`config.mk`:
```
export PLATFORM = sky130hd
export DESIGN_NAME = bcd_display_scanner
export DESIGN_NICKNAME = d
export VERILOG_FILES = /design/src/rtl/bcd_disp_pkg.sv /design/src/rtl/bcd_to_seg7.sv /design/src/rtl/bcd_display_scanner.sv
export SDC_FILE = /design/constraint.sdc
export NUM_CORES = 1
export LEC_CHECK = 0
export CAP_MARGIN = 25
export CORE_MARGIN = 2
export CORE_UTILIZATION = 58
export DETAILED_ROUTE_END_ITERATION = 16
export PLACE_DENSITY = 0.82
export SYNTH_ARGS = -nofsm -noshare
export SYNTH_HDL_FRONTEND = slang
export SYNTH_HIERARCHICAL = 1
export SYNTH_SLANG_ARGS = --single-unit
```
`constraint.sdc`:
```
create_clock -name clk -period 8.05 [get_ports clk]
set_input_delay 1.61 -clock clk [delete_from_list [all_inputs] [get_ports clk]]
set_output_delay 1.61 -clock clk [all_outputs]
set_load 0.005 [all_outputs]
```
`src/rtl/bcd_disp_pkg.sv`:
```
// -----------------------------------------------------------------------------
// bcd_disp_pkg
// Shared definitions for the multiplexed seven-segment display scanner.
//   - bcd_digit_t : one 4-bit BCD digit
//   - SEG_0..SEG_9, SEG_DASH, SEG_OFF : segment patterns, bit order {g,f,e,d,c,b,a},
//     active-high
//   - bcd_is_valid() : true for codes 0..9
// -----------------------------------------------------------------------------
package bcd_disp_pkg;

  typedef logic [3:0] bcd_digit_t;

  localparam logic [6:0] SEG_0    = 7'h3F;
  localparam logic [6:0] SEG_1    = 7'h06;
  localparam logic [6:0] SEG_2    = 7'h5B;
  localparam logic [6:0] SEG_3    = 7'h4F;
  localparam logic [6:0] SEG_4    = 7'h66;
  localparam logic [6:0] SEG_5    = 7'h6D;
  localparam logic [6:0] SEG_6    = 7'h7D;
  localparam logic [6:0] SEG_7    = 7'h07;
  localparam logic [6:0] SEG_8    = 7'h7F;
  localparam logic [6:0] SEG_9    = 7'h6F;
  localparam logic [6:0] SEG_DASH = 7'h40;  // middle bar only, shown for codes 10..15
  localparam logic [6:0] SEG_OFF  = 7'h00;

  function automatic logic bcd_is_valid(input bcd_digit_t d);
    return (d <= 4'd9);
  endfunction

endpackage

```
`src/rtl/bcd_to_seg7.sv`:
```
// -----------------------------------------------------------------------------
// bcd_to_seg7
// Purely combinational BCD to seven-segment decoder. Codes 10..15 are not
// valid BCD and render as a dash so a bad digit is visible on the display.
// Ports:
//   digit_i : 4-bit BCD digit
//   seg_o   : segment pattern {g,f,e,d,c,b,a}, active-high
// -----------------------------------------------------------------------------
module bcd_to_seg7
  import bcd_disp_pkg::*;
(
  input  logic [3:0] digit_i,
  output logic [6:0] seg_o
);

  always_comb begin
    seg_o = SEG_DASH;
    case (digit_i)
      4'd0:    seg_o = SEG_0;
      4'd1:    seg_o = SEG_1;
      4'd2:    seg_o = SEG_2;
      4'd3:    seg_o = SEG_3;
      4'd4:    seg_o = SEG_4;
      4'd5:    seg_o = SEG_5;
      4'd6:    seg_o = SEG_6;
      4'd7:    seg_o = SEG_7;
      4'd8:    seg_o = SEG_8;
      4'd9:    seg_o = SEG_9;
      default: seg_o = SEG_DASH;
    endcase
  end

endmodule

```
`src/rtl/bcd_display_scanner.sv`:
```
// -----------------------------------------------------------------------------
// bcd_display_scanner
// Time-multiplexed seven-segment driver for a chain of BCD counters. A snapshot
// of the packed digits is taken on a load strobe; the snapshot is then scanned
// one digit per slot onto a shared segment bus with one-hot digit enables. The
// first cycle of every slot is dead (all enables and segments off) to suppress
// ghosting while the enables switch.
//
// Parameters:
//   DIGITS      : number of digits scanned (1..8)
//   REFRESH_DIV : clocks per digit slot (>= 2), 1 dead + REFRESH_DIV-1 lit
// Ports:
//   clk    : system clock, rising edge
//   clr    : asynchronous active-low reset
//   bcd_in : packed digits, digit i at bcd_in[4i+3:4i], digit 0 least significant
//   load   : capture strobe; bcd_in is only looked at on edges where load=1,
//            the producer raises it only once its ripple outputs have settled
//   seg    : segments {g,f,e,d,c,b,a}, active-high, registered
//   an     : one-hot digit enable, active-high, registered
//   err    : sticky flag, set when any captured digit is >9, cleared by clr
//
// Build option:
//   LEADING_ZERO_BLANK_EN : when defined, digits above the highest nonzero
//   digit of the snapshot are blanked (seg=0, an still asserted). Digit 0 is
//   never blanked. Undefined: all digits decode normally.
// -----------------------------------------------------------------------------
module bcd_display_scanner
  import bcd_disp_pkg::*;
#(
  parameter int DIGITS      = 4,
  parameter int REFRESH_DIV = 1000
) (
  input  logic                  clk,
  input  logic                  clr,
  input  logic [4*DIGITS-1:0]   bcd_in,
  input  logic                  load,
  output logic [6:0]            seg,
  output logic [DIGITS-1:0]     an,
  output logic                  err
);

  localparam int DIV_W = $clog2(REFRESH_DIV);
  localparam int IDX_W = (DIGITS > 1) ? $clog2(DIGITS) : 1;

  localparam logic [DIV_W-1:0] DIV_LAST = DIV_W'(REFRESH_DIV - 1);
  localparam logic [IDX_W-1:0] IDX_LAST = IDX_W'(DIGITS - 1);

  // State
  logic [DIV_W-1:0]    div_cnt_q, div_cnt_d;
  logic [IDX_W-1:0]    idx_q,     idx_d;
  logic [4*DIGITS-1:0] snap_q,    snap_d;
  logic [6:0]          seg_q,     seg_d;
  logic [DIGITS-1:0]   an_q,      an_d;
  logic                err_q,     err_d;

  // Combinational helpers
  logic       div_wrap;
  logic       cap_bad;
  bcd_digit_t cur_digit;
  logic [6:0] dec_seg;
  logic       blank;

  // Next state. Outputs are computed from the *next* divider, index and
  // snapshot so that, after each edge, seg/an match that cycle's state
  // without an extra pipeline stage.
  always_comb begin
    div_wrap  = (div_cnt_q == DIV_LAST);
    div_cnt_d = div_wrap ? '0 : div_cnt_q + 1'b1;

    idx_d = idx_q;
    if (div_wrap) begin
      idx_d = (idx_q == IDX_LAST) ? '0 : idx_q + 1'b1;
    end

    snap_d = load ? bcd_in : snap_q;

    cap_bad = 1'b0;
    for (int i = 0; i < DIGITS; i++) begin
      if (load && !bcd_is_valid(bcd_in[4*i +: 4])) begin
        cap_bad = 1'b1;
      end
    end
    err_d = err_q | cap_bad;

    // Digit under the scan this coming cycle, and its one-hot enable.
    cur_digit = '0;
    an_d      = '0;
    for (int i = 0; i < DIGITS; i++) begin
      if (idx_d == IDX_W'(i)) begin
        cur_digit = snap_d[4*i +: 4];
        an_d[i]   = 1'b1;
      end
    end
    if (div_cnt_d == '0) begin
      an_d = '0;
    end
  end

  // Leading-zero blanking: find the highest nonzero digit of the snapshot
  // being displayed; anything above it is dark. Invalid codes count as nonzero.
`ifdef LEADING_ZERO_BLANK_EN
  logic [IDX_W-1:0] hi_nz;

  always_comb begin
    hi_nz = '0;
    for (int i = 0; i < DIGITS; i++) begin
      if (snap_d[4*i +: 4] != 4'd0) begin
        hi_nz = IDX_W'(i);
      end
    end
    blank = (idx_d > hi_nz);
  end
`else
  assign blank = 1'b0;
`endif

  bcd_to_seg7 u_dec (
    .digit_i (cur_digit),
    .seg_o   (dec_seg)
  );

  always_comb begin
    seg_d = dec_seg;
    if (div_cnt_d == '0 || blank) begin
      seg_d = SEG_OFF;
    end
  end

  always_ff @(posedge clk or negedge clr) begin
    if (!clr) begin
      div_cnt_q <= '0;
      idx_q     <= '0;
      snap_q    <= '0;
      seg_q     <= SEG_OFF;
      an_q      <= '0;
      err_q     <= 1'b0;
    end else begin
      div_cnt_q <= div_cnt_d;
      idx_q     <= idx_d;
      snap_q    <= snap_d;
      seg_q     <= seg_d;
      an_q      <= an_d;
      err_q     <= err_d;
    end
  end

  assign seg = seg_q;
  assign an  = an_q;
  assign err = err_q;

endmodule

```
==> flow_summary_export.csv <==
group,metric,value,unit
run_status,outcome,"finished clean",
sta,slew_viol_final,0,
placement,placedCellCount,274,
sta,relSlewSlack,42.03,%
setup_path,path_cells,"clkdlybuf4s50_1 > mux2_2 > mux2i_1 > mux2i_1 > inv_1 > ha_1 > mux2_2 > o22ai_1 > nor2b_1",
sta,tns,0,ns
sta,fin_hold_ws,0.4548,ns
clock_network,cts-resized-gates,0,
route,drt_iter0_drc,116,
floorplan,die-area,0.004305,mm2
floorplan,core,0.003661,mm2
sta,period_share,54.02,%
clock_network,ctsHtreeMaxLevel,2,
setup_path,path_max_fanout,17,
synthesis,syn-num-nets,235,
clock_network,cts.sinks,40,
global_route,grt_start_max_net_pins,41,
floorplan,die_w,65.62,um
global_route,grt_pass1_wl,7127,um
floorplan,initial_core_util,60.15,%
finish,num_antenna_cells,0,
placement,placement.io_buffers,30,
route,via_per_inst,5.715,
power_and_ir_drop,power.internal,310.8,uW
setup_path,rr_endpoint,"seg[0]",
finish,n_fill_cell,278,
synthesis,synthTopCellsByCount,"dfrtp_1, mux2_2, nor2_1, o21ai_0, mux2i_1",
synthesis,netlist_instances,208,
synthesis,synth_flop_cell,"dfrtp_1",
setup_path,reg2reg_depth,11,
clock_network,cts_inserted_buffers,5,
setup_path,r2r_start,"div_cnt_q[0]",
finish,syn2layout_area_growth,15.74,%
finish,drive_above_1_share,12.88,%
synthesis,yosys.area.top_type,"dfrtp_1",
route,first_pass_iters,4,
power_and_ir_drop,combPwrFrac,16.4,%
synthesis,netlist_area,0.002202,mm2
finish,regArea,0.001001,mm2
sta,setup_viol,0,
sta,fin_skew,0.005773,ns
synthesis,synth_edf_count,0,
synthesis,synth.distinct_cells,45,
floorplan,rows,22,
sta,worstMarginPinSlew,0.8696,ns
power_and_ir_drop,vdd.ir_drop.worst,0.1359,mV
finish,multi_input_area,0.001074,mm2
placement,post-dp-hpwl,3059,um
power_and_ir_drop,sw_frac_of_total,23.88,%
setup_path,cp-endpoint,"seg[0]",
sta,rsz0062_at_grt,"no",
route,drc,0,
power_and_ir_drop,p_switching,97.48,uW
clock_network,path_clk_slew,0.07,ns
synthesis,yosysMostFrequentCell,"dfrtp_1",
power_and_ir_drop,power.leakage,1.087,nW
synthesis,yosys_warnings,6,
synthesis,avgSynthCellArea,10.59,um2
clock_network,cts_buffer_depth,2,
setup_path,cp-startpoint,"load",
finish,nNetsFinal,260,
global_route,antenna_found_initial,0,
sta,finalHoldViolCount,0,
setup_path,reg2reg_slack,4.33,ns
power_and_ir_drop,powerDensity,160.2,mW/mm2
power_and_ir_drop,pwr-share-seq,53.4,%
floorplan,boundaryPins,31,
setup_path,crit_arrival,4.57,ns
setup_path,start_kind,"input port",
synthesis,yosysSeqAreaShare,45.45,%
placement,gp_congestion,0.9019,
route,postRouteAntennaNets,0,
run,drv_cap,0,
route,vias,1606,
power_and_ir_drop,clkPwrFrac,30.2,%
setup_path,cpMaxStageDelayCell,"clkdlybuf4s50_1",
placement,dpl_cell_area,0.002471,mm2
hold_path,hold_path_class,"reg2reg",
setup_path,critical_path_depth,9,
finish,final_area,0.002549,mm2
route,routedWlPerCell,14.71,um
setup_path,crit_path_end_kind,"flop",
setup_path,crit_path_max_incr_delay,0.96,ns
setup_path,worst-path-buf-inv,2,
global_route,grt_overflow_total,0,
synthesis,ys_async_sr_fraction,100.0,%
clock_network,cts_tree,"yes",
setup_path,required,8.27,ns
clock_network,post_cts_buffers,0,
synthesis,synth_top_area_share,45.45,%
clock_network,clock-root-buffer,"clkbuf_8",
route,routed_wl,4133,um
setup_path,path_delay_family,"multiplexers",
clock_network,insertion_delay,0.29,ns
global_route,grt_pass1_vias,1477,
sta,fmax,230.0,MHz
finish,stdcell_count,281,
synthesis,synth_area_leaders,"dfrtp_1, mux2_2, mux2i_1",
sta,finalCriticalPeriod,4.348,ns
synthesis,synth.ff_latch_count,40,
global_route,globalRouteTotalUtil,21.89,%
clock_network,cts-hold-fix-buffers,0,
setup_path,crit_type,"in2reg",
floorplan,die_y,65.62,um
==> final cells by class <==
class	count	area share [%]
multi-input combinational	145	42.12
timing repair buffer	30	11.59
sequential	40	39.27
inverter	11	1.620
clock inverter	1	0.1964
clock buffer	6	2.847
tap	48	2.356
==> flip-flops by register name, summed over array words and instances (netlist names) <==
| name | flops |
|---|---|
| seg | 7 |
| div_cnt_q | 10 |
| idx_q | 2 |
| snap_q | 16 |
| an | 4 |
| err | 1 |
==> cell usage in the layout, fill, tap and decap left out, types with 9 or more instances in the layout <==
cell type	n
inv_1	11
nor2b_1	9
nor2_1	14
nand2_1	9
dfrtp_1	40
mux2i_1	13
clkdlybuf4s50_1	29
mux2_2	15
o21ai_0	14
==> worst reg2reg max path, delay by kind of cell (launching register included) <==
family	cells	cell delay (ns)
compound gates	1	0.14
fa+ha+maj	2	0.55
buf+inv	1	0.20
flops	1	0.46
mux	4	1.38
simple gates	3	0.91
==> cell families (layout without fill, tap and decap cells) <==
kind of cell / count (synthesis) / in the layout / share of synthesized area [%]
buffers and inverters: 23 / 48 / 5.795
multiplexers: 29 / 29 / 14.26
flip-flops: 40 / 40 / 45.45
AO/OA/AOI/OAI: 40 / 40 / 11.76
AND/OR/NAND/NOR: 63 / 63 / 16.19
XOR/XNOR: 5 / 5 / 1.989
adder cells (fa/ha/maj): 8 / 8 / 4.546
==> worst min-delay path by stage <==
stage / startpoint / to / slack, ns / cells after the start
2_1_floorplan: snap_q[15] / snap_q[15] / 0.45 / 2
3_3_place_gp: err / err / 0.44 / 1
3_5_place_dp: err / err / 0.44 / 1
4_1_cts: err / err / 0.46 / 1
5_1_grt: err / err / 0.49 / 1
6_report: err / err / 0.45 / 1
==> metal layers <==
metal,vias to the layer above,track usage [%],part of all wire [%]
met3,6,5.137,4.3
li1,790,-,-
met5,-,0,0
met4,0,6.250,1.3
met2,38,34.57,49
met1,772,30.22,45
==> stage by stage <==
stage | setup WS, ns | util (%) | power, mW
after floorplan | 4.078 | - | 0.2590
after global placement | 3.466 | 67.50 | 0.2875
after detailed placement | 3.397 | 67.50 | 0.2898
after CTS | 3.707 | 69.62 | 0.4132
after global routing | 3.505 | 69.62 | 0.4299
final | 3.702 | 69.62 | 0.4083
==> power by group through the flow <==
| stage | sequential (mW) | clock, mW | combinational [mW] |
|---|---|---|---|
| floorplan | 0.222 | 0 | 0.0372 |
| global placement | 0.222 | 0 | 0.0658 |
| detailed placement | 0.222 | 0 | 0.0675 |
| CTS | 0.218 | 0.127 | 0.0678 |
| global route | 0.219 | 0.136 | 0.0746 |
| finish | 0.218 | 0.123 | 0.0668 |
Note: power is estimated with default switching activity, not from simulation.
